### src/rtl/instruction_fetch_unit.sv
// Instruction fetch unit: IDLE/FETCH/HALT sequencer that reads a
// combinational instruction memory into a 2-entry {word, pc} queue.
module instruction_fetch_unit #(
    parameter logic [31:0] RESET_PC  = 32'h0000_0000,
    parameter logic [31:0] HALT_WORD = 32'h0000_0000
) (
    input  logic        clk,
    input  logic        reset_n,
    input  logic        run,
    output logic [31:0] imem_addr,
    input  logic [31:0] imem_data,
    output logic [31:0] instr,
    output logic [31:0] instr_pc,
    output logic        instr_valid,
    input  logic        instr_ready,
    input  logic        redirect,
    input  logic [31:0] redirect_pc,
    output logic        halted
);

    localparam logic [1:0] S_IDLE  = 2'd0;
    localparam logic [1:0] S_FETCH = 2'd1;
    localparam logic [1:0] S_HALT  = 2'd2;

    logic [1:0]  state_q, state_d;
    logic [31:0] pc_q, pc_d;
    logic [1:0]  count_q, count_d;
    logic        rd_ptr_q, rd_ptr_d;
    logic        wr_ptr_q, wr_ptr_d;
    logic [31:0] word_q [2];
    logic [31:0] word_d [2];
    logic [31:0] epc_q [2];
    logic [31:0] epc_d [2];

    logic        pop;
    logic        slot_free;
    logic        is_halt;
    logic        fetching;
    logic        push;
    logic        flush;
    logic [31:0] target_pc;
    logic        unused_ok;

    // Target is word aligned; the dropped low bits are intentionally ignored.
    assign target_pc = {redirect_pc[31:2], 2'b00};
    assign unused_ok = ^redirect_pc[1:0];

    // Handshake and fetch qualification for the current cycle.
    always_comb begin
        pop       = instr_valid && instr_ready;
        slot_free = (count_q != 2'd2) || pop;
        is_halt   = (imem_data == HALT_WORD);
        fetching  = (state_q == S_FETCH) && !redirect && slot_free;
        push      = fetching && !is_halt;
        flush     = redirect && (state_q != S_IDLE);
    end

    // Sequencer: redirect outranks both run and the halt detection.
    always_comb begin
        state_d = state_q;
        case (state_q)
            S_IDLE: begin
                if (!redirect && run) begin
                    state_d = S_FETCH;
                end
            end
            S_FETCH: begin
                if (!redirect && fetching && is_halt) begin
                    state_d = S_HALT;
                end
            end
            S_HALT: begin
                if (redirect) begin
                    state_d = S_FETCH;
                end
            end
            default: begin
                state_d = S_IDLE;
            end
        endcase
    end

    // PC: load on redirect, step by one word on every accepted fetch.
    always_comb begin
        pc_d = pc_q;
        if (redirect) begin
            pc_d = target_pc;
        end else if (push) begin
            pc_d = pc_q + 32'd4;
        end
    end

    // Queue bookkeeping; a flush drops both entries and any pop this cycle.
    always_comb begin
        count_d  = count_q;
        rd_ptr_d = rd_ptr_q;
        wr_ptr_d = wr_ptr_q;
        word_d   = word_q;
        epc_d    = epc_q;
        if (flush) begin
            count_d  = 2'd0;
            rd_ptr_d = 1'b0;
            wr_ptr_d = 1'b0;
        end else begin
            if (push) begin
                word_d[wr_ptr_q] = imem_data;
                epc_d[wr_ptr_q]  = pc_q;
                wr_ptr_d         = ~wr_ptr_q;
            end
            if (pop) begin
                rd_ptr_d = ~rd_ptr_q;
            end
            case ({push, pop})
                2'b10:   count_d = count_q + 2'd1;
                2'b01:   count_d = count_q - 2'd1;
                default: count_d = count_q;
            endcase
        end
    end

    // State registers with asynchronous active-low clear.
    always_ff @(posedge clk or negedge reset_n) begin
        if (!reset_n) begin
            state_q   <= S_IDLE;
            pc_q      <= RESET_PC;
            count_q   <= 2'd0;
            rd_ptr_q  <= 1'b0;
            wr_ptr_q  <= 1'b0;
            word_q[0] <= 32'd0;
            word_q[1] <= 32'd0;
            epc_q[0]  <= 32'd0;
            epc_q[1]  <= 32'd0;
        end else begin
            state_q   <= state_d;
            pc_q      <= pc_d;
            count_q   <= count_d;
            rd_ptr_q  <= rd_ptr_d;
            wr_ptr_q  <= wr_ptr_d;
            word_q[0] <= word_d[0];
            word_q[1] <= word_d[1];
            epc_q[0]  <= epc_d[0];
            epc_q[1]  <= epc_d[1];
        end
    end

    assign imem_addr   = pc_q;
    assign instr       = word_q[rd_ptr_q];
    assign instr_pc    = epc_q[rd_ptr_q];
    assign instr_valid = (count_q != 2'd0);
    assign halted      = (state_q == S_HALT) && (count_q == 2'd0);

endmodule

### config.mk
export PLATFORM = sky130hd
export DESIGN_NAME = instruction_fetch_unit
export DESIGN_NICKNAME = d
export VERILOG_FILES = /design/src/rtl/instruction_fetch_unit.sv
export SDC_FILE = /design/constraint.sdc
export NUM_CORES = 1
export LEC_CHECK = 0
export ABC_AREA = 1
export BUFFER_PORTS_ARGS = -buffer_cell sky130_fd_sc_hd__buf_2
export CORE_MARGIN = 10
export CORE_UTILIZATION = 59
export CTS_CLUSTER_DIAMETER = 150
export DETAILED_ROUTE_END_ITERATION = 10
export GPL_TIMING_DRIVEN = 0
export PLACE_DENSITY = 0.85
export SLEW_MARGIN = 20
export SYNTH_ARGS = -nofsm -noshare
export SYNTH_HDL_FRONTEND = slang
export SYNTH_SLANG_ARGS = --single-unit
### constraint.sdc
create_clock -name clk -period 4.9 [get_ports clk]
set_input_delay 0.49 -clock clk [delete_from_list [all_inputs] [get_ports clk]]
set_output_delay 0.49 -clock clk [all_outputs]
set_load 0.05 [all_outputs]
# == Yosys cells after proc, flatten, opt, wreduce, memory -nomap -nowiden ==
# Cells that the tools add are included.
# word_totals
out_inout_bits,98
register_bits,166
wordCells,74
in_bits,69
# classes
reduce_logical,24
n_addsub,3
order_cmp,3
muxes,22
bitwise,5
n_eq_ne,8
# ops
operator,n
two-way mux 32 bit,9
bitwise mux 64 bit,2
"adder 32 x 3 -> 32 bit, second input constant",1
demux 32 bit (select 1 bit),1
zero test 32 bit,1
logical AND 1 bit,10
nonzero test 2 bit,5
two-way mux 2 bit,4
"inequality test 2 bit, second input constant",3
case mux 2 bit (3 select lines),1
"equality test 2 x 1 -> 1 bit, second input constant",2
"equality test 2 bit, second input constant",2
"greater-or-equal comparator 2 bit, second input constant",2
zero test 2 bit,2
two-way mux 1 bit,4
NOT 1 -> 2 bit,2
case mux 2 bit (2 select lines),1
NOT 1 bit,3
AND reduction 3 bit,1
nonzero test 3 bit,1
"adder 2 x 1 -> 2 bit, second input constant",1
zero test 1 bit,2
"less-than comparator 2 x 1 -> 1 bit, second input constant",1
"inequality test 2 x 1 -> 1 bit, second input constant",1
other kinds (3),3

# == Longest topological paths before layout ==
# depth
word_depth,8
depth_mapped,11
depth_no_buf,11

# == Worst setup path after synthesis ==
# No wires, ideal clock.
# synth_path
kind,register to output
start,register count_q[0]
end,output halted
arrival_ps,1935
stages_incl_launch_ff,4
required_time_ps,4410
n_path_buf,0
path_slack_ps,2475
cell_sequence,dfrtp_1 > inv_1 > nand2_1 > nor3_1
# synth_via
elab_chain_cells,2
# synth_rtl
item,line_no,text
"start, declared",27,"logic [1:0] count_q, count_d;"
"start signal, assigned",136,count_q <= count_d;
zero test 2 bit,150,assign halted = (state_q == S_HALT) && (count_q == 2'd0);
logical AND 1 bit,150,
"end, declared",18,output logic halted
# No other way between the ends.

# == Final worst setup path ==
# layout_path
start,register rd_ptr_q
end,output instr[29]
# layout_via
elab_chain_cells,4
# layout_rtl
item,line_no,text
"start, declared",28,"logic rd_ptr_q, rd_ptr_d;"
"start signal, assigned",137,rd_ptr_q <= rd_ptr_d;
NOT 1 -> 2 bit (implied by the code),147,assign instr = word_q[rd_ptr_q];
two-way mux 32 bit (implied by the code) (3 in a row),147,
"end, declared",12,"output logic [31:0] instr,"
# No other way between the ends. The select of a mux whose other input is x is not followed.

==> impl_results.md <==
- Top-Level Pins: roughly 170
- Slew @ Worst Pin: a little under 0.6 ns
- Psw: roughly 0.0036 W
- CTS tree: done
- CP dominant cell by count: nand2_1
- Buffers on Ports: 160
- Syn Inst Count: just over 1000
- Total power: about 0.007 W
- Required @ worst endpoint: 4.41 ns
- Post-DRT Antenna Nets: 0
- Setup crit start: rd_ptr_q$_DFFE_PN0P_
- Die area: 0.01832 mm2
- Yosys cell types: 30
- Clock latency on the worst-skew pair: between 0.4 and 0.5 ns
- Syn. warnings: 0
- Tmin final: ~2.7 ns
- Switching Share: between 50% and 60%
- # Post-CTS Setup Buffers: 0
- Status: finished, final reports clean
- Number of global-route vias before repair: between 7000 and 8000
- Final hold vios: 0
- First-pass GRT wire length: ~37000 um
- CP max stage delay: a little over 0.5 ns
- CP Cell Sequence: clkbuf_1, buf_1, nand2_1, nand2_1, buf_2
- Critical path's slowest cell: buf_1
- Int Pwr: approximately 0.0036 W
- Area Growth Syn to Fin: 21.20%
- Final hold slack: ~0.031 ns
- FP Rows: between 40 and 50
- CTS resizes: 0
- Peak supply drop: between 0.3 and 0.4 mV
- Worst Reg-to-Reg Cells: 10
- Final GP Congestion: 0.9785
- CP Data Arrival Time: between 2 and 2.5 ns
- Pin count of the biggest net entering global routing: 91
- Clock Skew: between 0.005 and 0.006 ns
- Core Box Area: roughly 0.013 mm2
- Hpwl dp: ~17000 um
- Worst min path class: in -> async
- Total GRT Usage: between 20% and 30%
- H-tree levels: 4
- WS Path Type: reg -> out
- Fmax: roughly 0.36 GHz
- Slew HR: just over 60%
- Comb pwr share: 50.0%
- Router iterations before antenna repair: 6
- Initial antenna violation count: 0
- Nets: 1283
- Final setup violation count: 0
- Pwr dens: 749.3 mW/mm2
- Setup TNS: 0 ns
- Die width: between 100 and 150 um
- Crit. End Element: output port
- Post-CTS Hold Buffers: 0
- WL per Instance: 16.39 um
- Die height: around 140 um
- Vias per cell: about 5.4
- Maxcap violations: 0
- CTS Root Cell: clkbuf_16
- Flop pwr share: a little under a third
- Crit path max fanout: 10
- Reg2reg setup slack: between 2 and 3 ns
- Seq/Total Area, Yosys: about half
- Final WL: around 23000 um
- Worst-path clk slew: 0.06 ns
- # DRC: 0
- Critical Path End: instr[29]
- Seq cells post-synth: 160
- Initial core utilization: 59.76%
- Mean Syn Cell Area: 7.623 um2
- Detailed Route Iter0 Violations: ~680
- R2r startpoint: imem_addr[3]$_DFFE_PN0P_
- Clock sink count: 160
- Worst setup SP type: register
- DR vias: approximately 7600
- Num CTS Buffers: 17
- Slew Limit Fails: 0
- Tcrit/Tclk final: a little under three fifths
- Pleak: around 5 nW
- N_diodes: 0
- Max Root-Sink Buffers: 2
- Worst R2R End: imem_addr[26]$_DFFE_PN0P_
- Syn Std Cell Area: roughly 0.008 mm2
- Total gr overflow: 0
- Share of layout cells above drive strength 1: 18.69%
- Clock network fraction of total power: between 10% and 20%
- RSZ-0062 raised after global routing: false
-- power groups by stage --
stage | registers [W] | clock network, W | logic, W
3_3_place_gp | 0.00220 | 0 | 0.00349
5_1_grt | 0.00229 | 0.00140 | 0.00387
6_report | 0.00223 | 0.00133 | 0.00357
3_5_place_dp | 0.00223 | 0 | 0.00356
2_1_floorplan | 0.00238 | 0 | 0.00246
4_1_cts | 0.00222 | 0.00133 | 0.00359
-- state kept, by name, indices dropped and copies added, names as in the netlist --
signal     flops
wr_ptr_q       1
imem_addr     30
epc_q         60
state_q        2
count_q        2
rd_ptr_q       1
word_q        64
-- per-stage QoR --
stage	worst slack, ns	instances	utilization, %	area [um2]
CTS	2.187	1401	72.43	9515
floorplan	2.475	1033	-	7863
finish	2.159	1401	72.43	9515
global placement	1.012	1369	67.62	8884
detailed placement	2.527	1370	67.90	8921
global route	2.066	1401	72.43	9515
-- worst min-delay path by stage --
stage | from | endpoint | cells after the start | slack (ns)
2_1_floorplan | reset_n | count_q[0]$_DFFE_PN0P_ | 0 | 0.19
3_3_place_gp | word_q[40]$_DFFE_PN0P_ | word_q[40]$_DFFE_PN0P_ | 2 | 0.47
3_5_place_dp | word_q[40]$_DFFE_PN0P_ | word_q[40]$_DFFE_PN0P_ | 2 | 0.47
4_1_cts | reset_n | word_q[5]$_DFFE_PN0P_ | 1 | 0.05
5_1_grt | reset_n | word_q[5]$_DFFE_PN0P_ | 1 | 0.06
6_report | reset_n | word_q[5]$_DFFE_PN0P_ | 1 | 0.03
-- critical path, delay by kind of cell, from the launching register on --
kind                   cells  cell delay (ns)
flip-flops                 1             0.33
buffers and inverters      3             1.19
AND/OR/NAND/NOR            2             0.30
-- routing by layer --
metal	wire length (um)	track usage (%)	share of wire [%]
met1	9422	31.83	41
met2	10910	40.23	48
met3	2152	7.455	9.4
met4	473	9.031	2.1
met5	0	0	0
-- layout by cell type, fill, tap and decap left out, types with 4 or more instances in the layout --
cell type	n
buf_2	167
o21ai_1	65
xor2_1	17
buf_6	5
a21oi_1	4
buf_4	12
o211ai_1	22
nor3_1	13
nand2_1	447
inv_1	80
nand3_1	35
clkbuf_16	17
clkbuf_8	6
nor2_1	50
nand4_1	9
dfrtp_1	160
clkbuf_1	27
o21ai_0	59
conb_1	4
-- cell usage after synthesis --
master | count | area, um2
nand2_1 | 447 | 1678
dfrtp_1 | 160 | 4004
inv_1 | 80 | 300.3
o21ai_1 | 65 | 325.3
o21ai_0 | 59 | 295.3
nor2_1 | 50 | 187.7
nand3_1 | 35 | 175.2
clkbuf_1 | 24 | 90.09
o211ai_1 | 22 | 165.2
xor2_1 | 17 | 148.9
nor3_1 | 13 | 65.06
buf_4 | 12 | 90.09
nand4_1 | 9 | 56.30
buf_2 | 8 | 40.04
buf_6 | 5 | 56.30
a21oi_1 | 4 | 20.02
inv_2 | 3 | 11.26
nor2_2 | 3 | 18.77
o21ai_2 | 3 | 26.28
buf_1 | 1 | 3.750
buf_8 | 1 | 15.01
clkbuf_2 | 1 | 5.000
conb_1 | 1 | 3.750
ha_1 | 1 | 12.51
nand2_2 | 1 | 6.260
nand3_2 | 1 | 10.01
nor2_4 | 1 | 11.26
nor3b_1 | 1 | 7.510
o21ai_4 | 1 | 16.27
or2_1 | 1 | 6.260
-- final cells by class --
class                           count  area, um2
Clock inverter                      5      75.07
Tap cell                          176      220.2
Timing Repair Buffer              161      838.3
Multi-Input combinational cell    738       3247
Buffer                             52      300.3
Clock buffer                       26      519.2
Inverter                           83      311.5
Sequential cell                   160       4004
Fill cell                        1080       3622
-- cells by family (layout without fill, tap and decap cells) --
family	after synthesis	in the layout	share of synthesized area, %
simple gates	562	562	28.30
flops	160	160	51.00
compound gates	154	154	10.80
buf+inv	135	327	7.793
xor+xnor	17	17	1.896
fa+ha+maj	1	1	0.1593
other cells	1	4	0.04776
Power figures use the tool's default switching activity.
